[config.mk]
export PLATFORM = sky130hd
export DESIGN_NAME = fetch_ctrl
export DESIGN_NICKNAME = d
export VERILOG_FILES = /design/src/rtl/fetch_ctrl.sv
export SDC_FILE = /design/constraint.sdc
export NUM_CORES = 1
export LEC_CHECK = 0
export BUFFER_PORTS_ARGS = -buffer_cell sky130_fd_sc_hd__buf_2
export CAP_MARGIN = 40
export CORE_AREA = 4 4 123 125
export DETAILED_ROUTE_END_ITERATION = 10
export DIE_AREA = 0 0 127 129
export PLACE_DENSITY = 0.83
export SETUP_SLACK_MARGIN = 0.02
export SYNTH_ARGS = -nofsm -noshare
export SYNTH_HDL_FRONTEND = slang
export SYNTH_SLANG_ARGS = --single-unit
[constraint.sdc]
create_clock -name clk -period 5.1 [get_ports clk]
set_clock_uncertainty 0.05 [all_clocks]
set_input_delay 0.765 -clock clk [delete_from_list [all_inputs] [get_ports clk]]
set_output_delay 0.765 -clock clk [all_outputs]
set_load 0.01 [all_outputs]
[src/rtl/fetch_ctrl.sv]
// Instruction fetch sequencer: owns the fetch PC, issues one imem request at a time and
// delivers {pc, instr} to IF/ID through a registered valid/stall slot backed by a one-entry skid.
module fetch_ctrl #(
    parameter int                    DATA_WIDTH = 32,
    parameter logic [DATA_WIDTH-1:0] RESET_PC   = '0
) (
    input  logic                  clk,
    input  logic                  rst,
    output logic                  imem_req_o,
    output logic [DATA_WIDTH-1:0] imem_addr_o,
    input  logic                  imem_gnt_i,
    input  logic                  imem_rvalid_i,
    input  logic [DATA_WIDTH-1:0] imem_rdata_i,
    input  logic                  stall_i,
    input  logic                  redirect_i,
    input  logic [DATA_WIDTH-1:0] redirect_pc_i,
    output logic                  if_valid_o,
    output logic [DATA_WIDTH-1:0] if_pc_o,
    output logic [DATA_WIDTH-1:0] if_instr_o
);

    localparam logic [1:0] S_FETCH = 2'd0;
    localparam logic [1:0] S_WAIT  = 2'd1;
    localparam logic [1:0] S_HOLD  = 2'd2;
    localparam logic [1:0] S_DRAIN = 2'd3;

    logic [1:0]            state_q, state_d;
    logic [DATA_WIDTH-1:0] pc_q, pc_d;
    logic [DATA_WIDTH-1:0] pc_req_q, pc_req_d;
    logic [DATA_WIDTH-1:0] skid_pc_q, skid_pc_d;
    logic [DATA_WIDTH-1:0] skid_instr_q, skid_instr_d;
    logic                  if_valid_q, if_valid_d;
    logic [DATA_WIDTH-1:0] if_pc_q, if_pc_d;
    logic [DATA_WIDTH-1:0] if_instr_q, if_instr_d;
    logic                  slot_free;
    logic                  in_flight;

    assign slot_free   = !if_valid_q || !stall_i;
    assign imem_req_o  = (state_q == S_FETCH) && !rst;
    assign imem_addr_o = pc_q;
    assign if_valid_o  = if_valid_q;
    assign if_pc_o     = if_pc_q;
    assign if_instr_o  = if_instr_q;

    // A response still owed by memory after this cycle; a same-cycle rvalid settles it.
    assign in_flight = ((state_q == S_WAIT || state_q == S_DRAIN) && !imem_rvalid_i) ||
                       (state_q == S_FETCH && imem_gnt_i);

    always_comb begin
        state_d      = state_q;
        pc_d         = pc_q;
        pc_req_d     = pc_req_q;
        skid_pc_d    = skid_pc_q;
        skid_instr_d = skid_instr_q;
        if_valid_d   = if_valid_q;
        if_pc_d      = if_pc_q;
        if_instr_d   = if_instr_q;

        if (if_valid_q && !stall_i) begin
            if_valid_d = 1'b0;
        end

        case (state_q)
            S_FETCH: begin
                if (imem_gnt_i) begin
                    pc_req_d = pc_q;
                    pc_d     = pc_q + DATA_WIDTH'(4);
                    state_d  = S_WAIT;
                end
            end
            S_WAIT: begin
                if (imem_rvalid_i) begin
                    if (slot_free) begin
                        if_valid_d = 1'b1;
                        if_pc_d    = pc_req_q;
                        if_instr_d = imem_rdata_i;
                        state_d    = S_FETCH;
                    end else begin
                        skid_pc_d    = pc_req_q;
                        skid_instr_d = imem_rdata_i;
                        state_d      = S_HOLD;
                    end
                end
            end
            S_HOLD: begin
                if (slot_free) begin
                    if_valid_d = 1'b1;
                    if_pc_d    = skid_pc_q;
                    if_instr_d = skid_instr_q;
                    state_d    = S_FETCH;
                end
            end
            default: begin
                if (imem_rvalid_i) begin
                    state_d = S_FETCH;
                end
            end
        endcase

        // Redirect overrides everything: slot and skid contents are wrong-path.
        if (redirect_i) begin
            pc_d       = {redirect_pc_i[DATA_WIDTH-1:2], 2'b00};
            if_valid_d = 1'b0;
            if_pc_d    = if_pc_q;
            if_instr_d = if_instr_q;
            state_d    = in_flight ? S_DRAIN : S_FETCH;
        end
    end

    always_ff @(posedge clk) begin
        if (rst) begin
            state_q    <= S_FETCH;
            pc_q       <= RESET_PC;
            if_valid_q <= 1'b0;
            if_pc_q    <= '0;
            if_instr_q <= '0;
        end else begin
            state_q    <= state_d;
            pc_q       <= pc_d;
            if_valid_q <= if_valid_d;
            if_pc_q    <= if_pc_d;
            if_instr_q <= if_instr_d;
        end
    end

    always_ff @(posedge clk) begin
        pc_req_q     <= pc_req_d;
        skid_pc_q    <= skid_pc_d;
        skid_instr_q <= skid_instr_d;
    end

endmodule

## Word-level counts from Yosys, hierarchy flattened

Cells that the tools add are included.

| cells by class | value |
|---|---|
| $add $sub $neg | 1 |
| equal/unequal tests | 9 |
| mux-type cells | 23 |
| bitwise gates (word level) | 2 |
| reductions and logical operators | 22 |

Operators by type and width:

| operator | count |
|---|---|
| two-way mux 32 bit | 9 |
| one-hot mux 32 bit (2 select lines) | 2 |
| adder 32 x 3 -> 32 bit, second input constant | 1 |
| two-way mux 2 bit | 7 |
| inequality test 3 bit, second input constant | 3 |
| inequality test 2 bit, second input constant | 3 |
| one-hot mux 2 bit (3 select lines) | 1 |
| nonzero test 2 bit | 3 |
| AND reduction 5 bit | 1 |
| == test 2 bit, second input constant | 2 |
| logical AND 1 bit | 4 |
| logical NOT 1 bit | 4 |
| AND reduction 2 bit | 2 |
| AND reduction 4 bit | 1 |
| nonzero test 4 bit | 1 |
| logical OR 1 bit | 3 |
| two-way mux 1 bit | 3 |
| AND reduction 3 bit | 1 |
| == test 2 x 1 -> 1 bit, second input constant | 1 |
| logical NOT 2 bit | 1 |
| inverter 1 bit | 2 |
| one-hot mux 1 bit (2 select lines) | 1 |
| OR reduction 2 bit | 1 |

| word-level totals | value |
|---|---|
| register bits | 195 |
| input port bits | 70 |
| output and inout bits | 98 |
| logic and storage cells | 66 |

## Depth between registers and ports, before layout

Gate-level depths: netlist (run 1).

| depth | value |
|---|---|
| depth in word-level cells | 6 |
| mapped depth | 8 |
| mapped depth without buffers | 6 |

## Worst setup path after synthesis (run 1)

OpenSTA, ideal clock, no wires.

| timing | value |
|---|---|
| kind | input-to-reg |
| from | input port stall_i |
| to | register skid_instr_q[0] (enable) |
| setup time | 0.482 ns |
| arrival time | 3.454 ns |
| data required time | 4.568 ns |
| path slack | 1.114 ns |
| cell stages on the path | 2 |
| buffers on the path | 0 |
| cell sequence | nand3_1 nor2_1 |

| on the way | value |
|---|---|
| cells in the longest elaborated chain, start to end | 4 |

RTL lines:

| what | line | source |
|---|---|---|
| start: declaration | 14 | `input logic stall_i,` |
| logical NOT 1 bit | 38 | `assign slot_free = !if_valid_q \|\| !stall_i;` |
| logical OR 1 bit | 38 |  |
| inverter 1 bit (no line) | -- |  |
| AND reduction 3 bit (no line) | -- |  |
| end signal: assignment | 129 | `skid_instr_q <= skid_instr_d;` |
| end: declaration | 31 | `logic [DATA_WIDTH-1:0] skid_instr_q, skid_instr_d;` |

Every way passes these cells.
A chain may end at the register's enable or synchronous reset.

## Final worst setup path (run 1)

| timing | value |
|---|---|
| from | input port redirect_i |
| to | register if_pc_q[26] (netlist: if_pc_o[26]) |

| on the way | value |
|---|---|
| cells in the longest elaborated chain, start to end | 2 |

RTL lines:

| what | line | source |
|---|---|---|
| start: declaration | 15 | `input logic redirect_i,` |
| inverter 1 bit (no line) | -- |  |
| AND reduction 5 bit (no line) | -- |  |
| end signal: assignment | 121 | `if_pc_q <= if_pc_d;` |
| end: declaration | 33 | `logic [DATA_WIDTH-1:0] if_pc_q, if_pc_d;` |

Every way passes these cells.

==> results of run 1 <==
-- final cells by class --
class / count / area (um^2)
clock buffers: 17 / 425
clock inverters: 15 / 164
fillers: 1060 / 4780
inverters: 19 / 71.3
multi-input cells: 379 / 2600
flip-flops and latches: 187 / 4660
well taps: 180 / 225
repair buffers: 170 / 946
-- flip-flops by register name (all words and copies together) (netlist names) --
| register | cells |
|---|---|
| state_q | 2 |
| if_pc_o | 30 |
| if_instr_o | 32 |
| if_valid_o | 1 |
| imem_addr_o | 30 |
| skid_instr_q | 32 |
| pc_req_q | 30 |
| skid_pc_q | 30 |
-- path summary, 6_finish.rpt --
path	start	end	slack [ps]	cells past startpoint
setup reg to reg	state_q[1]$_SDFFE_PP0P_	if_pc_o[26]$_SDFFE_PP0P_	2310	7
setup / recovery	redirect_i	if_pc_o[26]$_SDFFE_PP0P_	2150	7
hold / removal	pc_req_q[12]$_DFFE_PP_	skid_pc_q[12]$_DFFE_PP_	400	0
hold reg to reg	pc_req_q[12]$_DFFE_PP_	skid_pc_q[12]$_DFFE_PP_	400	0
-- synthesized netlist by cell type, types with 9 or more instances --
library cell / number
mux2i_1: 64
dfxtp_1: 95
nor4_1: 11
inv_1: 19
buf_1: 10
nand3_1: 11
clkbuf_1: 32
a211oi_1: 75
nor2_1: 84
a21oi_1: 9
nand2_1: 17
edfxtp_1: 92
nor3_1: 9
-- cells in the final DEF (no fill, tap or decap), types with 3 or more instances in the layout --
cell type and count:
clkinvlp_4 3, nand2_1 17, a31oi_1 4, or4_1 5, buf_16 3, a221oi_1 3, nor3_1 9, ha_1 4
nor2_1 83, nand3_1 11, edfxtp_1 92, inv_1 19, xnor2_1 8, nand2b_1 3, nor4_1 11, buf_4 5
clkbuf_16 17, conb_1 4, mux2i_1 64, o21ai_0 6, a21oi_1 9, buf_2 161, o31ai_1 5, o311a_1 3
and4_1 6, nand4_1 8, dfxtp_1 95, or3_1 5, a211oi_1 75, xor2_1 4, inv_6 4, clkinv_2 3
a311oi_1 8
-- per-stage QoR --
| stage | hold WS, ps | worst slack [ps] | utilization | total power, W | cell area [um^2] |
|---|---|---|---|---|---|
| global placement | 386 | 1890 | 0.606 | 0.00224 | 8410 |
| finish | 399 | 2150 | 0.655 | 0.00357 | 9100 |
| floorplan | 376 | 1110 | - | 0.00208 | 7500 |
| global route | 415 | 1970 | 0.655 | 0.00372 | 9100 |
| CTS | 405 | 2180 | 0.655 | 0.00360 | 9100 |
| detailed placement | 392 | 1760 | 0.613 | 0.00228 | 8510 |
-- routing by layer --
| layer | routed length [um] | GRT usage |
|---|---|---|
| met3 | 1210 | 0.0648 |
| met5 | 0 | 0 |
| met1 | 7310 | 0.272 |
| met4 | 265 | 0.0681 |
| met2 | 8160 | 0.340 |
-- cell families after synthesis --
family | after synthesis
DFF | 187
AOI/OAI and AO/OA | 127
muxes | 64
adders and majority gates | 5
and+or+nand+nor | 167
other | 1
buffers and inverters | 66
xor gates and xnor gates | 12
-- critical path: cells and delay by family --
family	cells	cell delay [ps]
compound gates	2	1000
buf+inv	4	1320
simple gates	1	100
-- power by group --
| part | switching [W] | total (W) | internal (W) | leakage, nW |
|---|---|---|---|---|
| combinational | 0.000280 | 0.000480 | 0.000200 | 1.53 |
| sequential | 0.0000781 | 0.00177 | 0.00169 | 1.63 |
| clock | 0.000586 | 0.00132 | 0.000732 | 0.284 |
| total | 0.000944 | 0.00357 | 0.00262 | 3.44 |
==> flow_metrics.env, run 1 <==
export IMPL_run_status="complete, no violations"
export IMPL_postSynthAreaPerCell_um2=11.9
export IMPL_synth_top_area_cell="edfxtp_1"
export IMPL_clockBufferDepth=2
export IMPL_tritoncts="done"
export IMPL_yosysSeqAreaShare=0.623
export IMPL_fp_dieW_um=127
export IMPL_synth_top_family_by_area="compound AO/OA/AOI/OAI gates"
export IMPL_drtIter0Drc=351
export IMPL_clockRootBuffer="clkbuf_16"
export IMPL_wl_um=17000
export IMPL_clock_latency_ps=430
export IMPL_synth_xor_area_frac=0.0140
export IMPL_synth_cell_type_count=47
export IMPL_synthFlopType="dfxtp_1"
export IMPL_path_max_fanout=73
export IMPL_antenna_found_initial=0
export IMPL_drive_gt1_frac=0.264
export IMPL_synthTopCellsByArea="edfxtp_1 37%, dfxtp_1 25%, mux2i_1 8.6%"
export IMPL_final_net_count=849
export IMPL_max_freq_mhz=339
export IMPL_cap_violations=0
export IMPL_synthArstFlopShare=0
export IMPL_initial_core_util=0.540
export IMPL_max_slew_margin=0.484
export IMPL_crit_required_ps=5380
export IMPL_core_area_mm2=0.0139
export IMPL_gp_congestion=0.848
export IMPL_finalSetupTns_ps=0
export IMPL_crit_chain="buf_2 > inv_1 > buf_4 > o211a_4 > buf_4 > nor2_1 > a211oi_1"
export IMPL_routed_via_density=5.66
export IMPL_max_stage_delay_ps=720
export IMPL_cts_resized=0
export IMPL_cp_slowest_cell="o211a_4"
export IMPL_avgRoutedWirePerCell_um=17.5
export IMPL_track_usage=0.210
export IMPL_final_cells=967
export IMPL_num_vias=5478
export IMPL_cp_arrival_ps=3230
export IMPL_dp_cells=935
export IMPL_ant_nets=0
export IMPL_final_hold_violation_count=0
export IMPL_synth_mux_area_frac=0.0855
export IMPL_ctsHoldBuffers=0
export IMPL_synth_compound_area_frac=0.127
export IMPL_numCtsBuffers=17
export IMPL_synth_edff_count=92
export IMPL_ir_drop_mv=0.264
export IMPL_end_kind="flip-flop"
export IMPL_timing_worst_slew_pin_value_ps=768
export IMPL_rsz0062_at_grt="no"
export IMPL_synth_top_area_share=0.369
export IMPL_diodes=0
export IMPL_clk_pin_slew_worst_paths_ps=70
export IMPL_gr_total_overflow=0
export IMPL_p_leak_nw=3.44
export IMPL_fp_dieH_um=129
export IMPL_syn_area_mm2=0.00749
export IMPL_io_pins=168
export IMPL_period_share=0.579
export IMPL_num_rows=43
export IMPL_path_class="in -> reg"
export IMPL_critical_path_startpoint_type="input port"
export IMPL_cts_max_level=4
export IMPL_drc=0
export IMPL_finalSetupViolCount=0
export IMPL_ys_warnings_count=0
export IMPL_area_delta_synth_final_pct=21.4
export IMPL_synthCells=629
export IMPL_synthAdderAreaFrac=0.00835
export IMPL_timing_final_max_slew_violations=0
export IMPL_crit_top_cell="buf_4"
export IMPL_die_area_mm2=0.0164
export IMPL_dpl_hpwl_um=11900
export IMPL_grt_max_degree=74
export IMPL_grt_pass1_vias=5384
export IMPL_yosys_area_share_simple=0.107
export IMPL_drt_first_pass_iters=5
export IMPL_holdCritPathClass="reg -> reg"
export IMPL_synth_seq_cells=187
export IMPL_fin_crit_ps=2950
export IMPL_grt_pass1_wl_um=27500
export IMPL_io_buffers=161
export IMPL_p_per_area_mw_per_mm2=392
export IMPL_clkSinkCount=187
export IMPL_cts_setup_buffers=0
Note: power is estimated with default switching activity, not from simulation.
==> inputs of run 2 (changes only) <==
clock period = 2.8 ns   (was 5.1 ns; I/O delays follow)
==> flow_metrics.env, run 2 (synthesized netlist as in run 1, its figures left out) <==
export IMPL_run_status="complete, no violations"
export IMPL_cp_slowest_cell="or4_1"
export IMPL_min_to="skid_instr_q[15]$_DFFE_PP_"
export IMPL_ir_drop_mv=0.487
export IMPL_rr_worst_depth=6
export IMPL_num_rows=43
export IMPL_clock_latency_ps=430
export IMPL_cts_setup_buffers=0
export IMPL_track_usage=0.220
export IMPL_ctsHoldBuffers=0
export IMPL_numCtsBuffers=17
export IMPL_grt_pass1_vias=5551
export IMPL_post_route_util=0.653
export IMPL_r2r_slack_ps=300
export IMPL_cp_arrival_ps=2780
export IMPL_path_delay_family="simple AND/OR/NAND/NOR gates"
export IMPL_ff_latch_area_mm2=0.00466
export IMPL_drive_gt1_frac=0.265
export IMPL_critical_path_startpoint_type="flip-flop"
export IMPL_cts_max_level=4
export IMPL_end_kind="flip-flop"
export IMPL_timing_final_max_slew_violations=0
export IMPL_fillCellCount=1075
export IMPL_drtIter0Drc=355
export IMPL_gp_congestion=0.858
export IMPL_p_per_area_mw_per_mm2=701
export IMPL_path_buf_inv=1
export IMPL_finalSetupTns_ps=0
export IMPL_multi_input_area_mm2=0.00260
export IMPL_area_delta_synth_final_pct=21.0
export IMPL_clockBufferDepth=2
export IMPL_finalWorstSetupSlack_ps=298
export IMPL_postPlaceCellArea_mm2=0.00851
export IMPL_antenna_found_initial=1
export IMPL_initial_core_util=0.540
export IMPL_max_stage_delay_ps=580
export IMPL_fin_crit_ps=2500
export IMPL_drt_first_pass_iters=5
export IMPL_clk_pin_slew_worst_paths_ps=70
export IMPL_pre_cts_slack_ps=375
export IMPL_routed_via_density=5.73
export IMPL_max_slew_margin=0.500
export IMPL_ant_nets=0
export IMPL_dpl_hpwl_um=12200
export IMPL_layout_common_cells="161 x buf_2, 95 x dfxtp_1, 92 x edfxtp_1"
export IMPL_num_vias=5568
export IMPL_clockRootBuffer="clkbuf_16"
export IMPL_finish_instance_area_mm2=0.00906
export IMPL_path_class="reg -> reg"
export IMPL_hold_depth=1
export IMPL_grt_max_degree=60
export IMPL_rsz0062_at_grt="no"
export IMPL_grt_pass1_wl_um=28500
export IMPL_final_hold_violation_count=0
export IMPL_crit_chain="inv_1 > ha_1 > and4_1 > nand3_1 > or4_1 > a311oi_1"
export IMPL_core_area_mm2=0.0139
export IMPL_wl_um=17700
export IMPL_finalSetupViolCount=0
export IMPL_period_share=0.894
export IMPL_crit_required_ps=3080
export IMPL_max_freq_mhz=400
export IMPL_drc=0
export IMPL_reg2reg_to="imem_addr_o[27]$_SDFFE_PP0P_"
export IMPL_io_pins=168
export IMPL_final_common_cell="buf_2"
export IMPL_avgRoutedWirePerCell_um=18.2
export IMPL_final_net_count=852
export IMPL_io_buffers=161
export IMPL_tritoncts="done"
export IMPL_path_max_fanout=9
export IMPL_worstHoldStart="imem_rdata_i[15]"
export IMPL_timing_rr_start="state_q[1]$_SDFFE_PP0P_"
export IMPL_cts_resized=0
export IMPL_timing_worst_slew_pin_value_ps=744
export IMPL_startpoint="state_q[1]$_SDFFE_PP0P_"
export IMPL_gr_total_overflow=0
export IMPL_fp_dieH_um=129
export IMPL_cap_violations=0
export IMPL_p_leak_nw=3.42
export IMPL_die_area_mm2=0.0164
export IMPL_fp_dieW_um=127
export IMPL_holdCritPathClass="in -> reg"
export IMPL_clkSinkCount=187
## run 2: worst register-to-register path: stages, from the launching register on
cell	delay (ps)
dfxtp_1	360
inv_1	120
ha_1	370
and4_1	350
nand3_1	280
or4_1	580
a311oi_1	290
## run 2: power by group
part           switching [W]  total (W)  internal, W  leakage, nW
logic               0.000522   0.000887     0.000365         1.53
registers           0.000139    0.00322      0.00308         1.63
clock network        0.00102    0.00225      0.00122        0.260
## run 2: worst max path at each step
stage,endpoint,slack [ps],cells past startpoint
finish,imem_addr_o[27]$_SDFFE_PP0P_,300,6
global route,imem_addr_o[27]$_SDFFE_PP0P_,170,6
CTS,imem_addr_o[27]$_SDFFE_PP0P_,350,6
detailed placement,imem_addr_o[27]$_SDFFE_PP0P_,380,6
global placement,imem_addr_o[27]$_SDFFE_PP0P_,550,6
floorplan,skid_instr_q[0]$_DFFE_PP_,670,4
## run 2: layer usage
metal  up-vias  wire (um)  global-route usage
li1       2661          -                   -
met1      2628       7460               0.275
met2       240       8470               0.365
met3        39       1240              0.0523
met4         0        486              0.0984
met5         -          0                   0
## run 2: area by class of cell
class / instances / area share
Antenna cell: 1 / 0.000276
Clock buffer: 18 / 0.0474
Clock inverter: 14 / 0.0135
Inverter: 19 / 0.00787
Multi-Input combinational cell: 379 / 0.287
Sequential cell: 187 / 0.515
Tap cell: 180 / 0.0249
Timing Repair Buffer: 173 / 0.104
## run 2: stage by stage
step	power [W]	hold WS, ps	cells
3_3_place_gp	0.00411	389	938
4_1_cts	0.00639	117	970
3_5_place_dp	0.00416	396	938
2_1_floorplan	0.00379	376	632
6_report	0.00635	135	971
5_1_grt	0.00662	115	971
==> inputs of run 3 (changes only) <==
CORE_AREA = 4 4 121 123   (was 4 4 123 125)
CTS_BUF_LIST = sky130_fd_sc_hd__clkbuf_4   (was unset)
DIE_AREA = 0 0 125 127   (was 0 0 127 129)
PLACE_DENSITY = 0.85   (was 0.83)
==> flow_metrics.env, run 3 (synthesized netlist as in run 1, its figures left out) <==
export IMPL_run_status="complete, no violations"
export IMPL_path_class="reg -> reg"
export IMPL_end_kind="flip-flop"
export IMPL_p_switching_w=0.00152
export IMPL_antenna_found_initial=1
export IMPL_num_vias=5699
export IMPL_dpl_hpwl_um=11900
export IMPL_pre_cts_slack_ps=372
export IMPL_ir_drop_mv=0.323
export IMPL_intPower_w=0.00419
export IMPL_p_leak_nw=3.46
export IMPL_grt_pass1_wl_um=28300
export IMPL_hold_depth=3
export IMPL_path_max_fanout=9
export IMPL_timing_final_max_slew_violations=0
export IMPL_timing_worst_slew_pin_value_ps=764
export IMPL_tritoncts="done"
export IMPL_timing_rr_start="state_q[0]$_SDFFE_PP0P_"
export IMPL_die_area_mm2=0.0159
export IMPL_num_rows=43
export IMPL_clockRootBuffer="clkbuf_4"
export IMPL_io_buffers=161
export IMPL_max_slew_margin=0.486
export IMPL_finalWorstSetupSlack_ps=299
export IMPL_r2r_slack_ps=300
export IMPL_rsz0062_at_grt="no"
export IMPL_clk_pin_slew_worst_paths_ps=140
export IMPL_layout_common_cells="161 x buf_2, 95 x dfxtp_1, 92 x edfxtp_1"
export IMPL_switching_share=0.267
export IMPL_grt_pass1_vias=5613
export IMPL_ant_nets=0
export IMPL_grt_max_degree=67
export IMPL_clock_latency_ps=550
export IMPL_p_per_area_mw_per_mm2=626
export IMPL_initial_core_util=0.548
export IMPL_seqPwrFrac=0.564
export IMPL_max_freq_mhz=400
export IMPL_clockPowerShare=0.278
export IMPL_crit_required_ps=3180
export IMPL_min_to="imem_addr_o[2]$_SDFFE_PP0P_"
export IMPL_critical_path_startpoint_type="flip-flop"
export IMPL_clockBufferDepth=2
export IMPL_gr_total_overflow=0
export IMPL_drt_first_pass_iters=4
export IMPL_io_pins=168
export IMPL_finalSetupViolCount=0
export IMPL_final_common_cell="buf_2"
export IMPL_finalSetupTns_ps=0
export IMPL_fp_dieW_um=125
export IMPL_comb_power_share=0.158
export IMPL_fillCellCount=1018
export IMPL_drtIter0Drc=358
export IMPL_cap_violations=0
export IMPL_cts_resized=0
export IMPL_holdCritPathClass="in -> reg"
export IMPL_fp_dieH_um=127
export IMPL_cts_setup_buffers=0
export IMPL_drc=0
export IMPL_reg2reg_to="imem_addr_o[19]$_SDFFE_PP0P_"
export IMPL_period_share=0.893
export IMPL_ctsHoldBuffers=33
export IMPL_routed_via_density=5.68
export IMPL_avgRoutedWirePerCell_um=17.3
export IMPL_wl_um=17400
export IMPL_cp_arrival_ps=2880
export IMPL_clkSinkCount=187
export IMPL_final_hold_violation_count=0
export IMPL_core_area_mm2=0.0137
export IMPL_fin_crit_ps=2500
export IMPL_gp_congestion=0.850
export IMPL_worstHoldStart="redirect_pc_i[2]"
export IMPL_track_usage=0.220
export IMPL_rr_worst_depth=6
export IMPL_final_net_count=885
export IMPL_cts_max_level=4
export IMPL_drive_gt1_frac=0.253
export IMPL_area_delta_synth_final_pct=21.8
export IMPL_numCtsBuffers=17
==> run 3: per-stage QoR <==
stage | area, um^2 | cells | utilization | power, W | hold slack [ps]
2_1_floorplan | 7510 | 632 | - | 0.00379 | 376
3_3_place_gp | 8460 | 937 | 0.619 | 0.00409 | 387
3_5_place_dp | 8460 | 937 | 0.619 | 0.00415 | 395
4_1_cts | 9110 | 1002 | 0.667 | 0.00575 | 2.78
5_1_grt | 9120 | 1004 | 0.668 | 0.00600 | 12.5
6_report | 9120 | 1004 | 0.668 | 0.00571 | 69.1
==> run 3: how the worst max path moves through the flow <==
stage / from / end / slack, ps / cells past startpoint
3_3_place_gp: state_q[0]$_SDFFE_PP0P_ / imem_addr_o[27]$_SDFFE_PP0P_ / 540 / 6
4_1_cts: state_q[0]$_SDFFE_PP0P_ / imem_addr_o[27]$_SDFFE_PP0P_ / 320 / 6
5_1_grt: state_q[0]$_SDFFE_PP0P_ / imem_addr_o[19]$_SDFFE_PP0P_ / 90 / 6
6_report: state_q[0]$_SDFFE_PP0P_ / imem_addr_o[19]$_SDFFE_PP0P_ / 300 / 6
3_5_place_dp: state_q[0]$_SDFFE_PP0P_ / imem_addr_o[27]$_SDFFE_PP0P_ / 370 / 6
2_1_floorplan: state_q[1]$_SDFFE_PP0P_ / skid_instr_q[0]$_DFFE_PP_ / 670 / 4
==> run 3: power groups by stage <==
stage | clock network (W) | logic (W) | registers, W
CTS | 0.00163 | 0.000906 | 0.00322
detailed placement | 0 | 0.000869 | 0.00328
finish | 0.00159 | 0.000905 | 0.00322
floorplan | 0 | 0.000477 | 0.00332
global route | 0.00176 | 0.000999 | 0.00325
global placement | 0 | 0.000834 | 0.00326
==> run 3: layer usage <==
layer / wire [um] / vias to the layer above / GRT usage
met1: 7480 / 2680 / 0.285
met2: 8270 / 246 / 0.356
met3: 1140 / 40 / 0.0510
li1: - / 2733 / -
met5: 0 / - / 0
met4: 488 / 0 / 0.100
==> run 3: layout make-up <==
class | count | area, um^2 | share of cell area
inverter | 19 | 71.3 | 0.00782
clock inverter | 13 | 175 | 0.0192
tap | 180 | 225 | 0.0247
timing repair buffer | 206 | 1240 | 0.136
sequential | 187 | 4660 | 0.511
multi-input combinational | 379 | 2600 | 0.285
clock buffer | 19 | 143 | 0.0156
antenna | 1 | 2.50 | 0.000274
==> run 3: critical path, cell delays in order, from the launching register on <==
cell and delay (ps):
dfxtp_1 370, inv_1 140, ha_1 370, nand4_1 250, nor3_1 650, a211oi_1 150
a2111oi_0 410
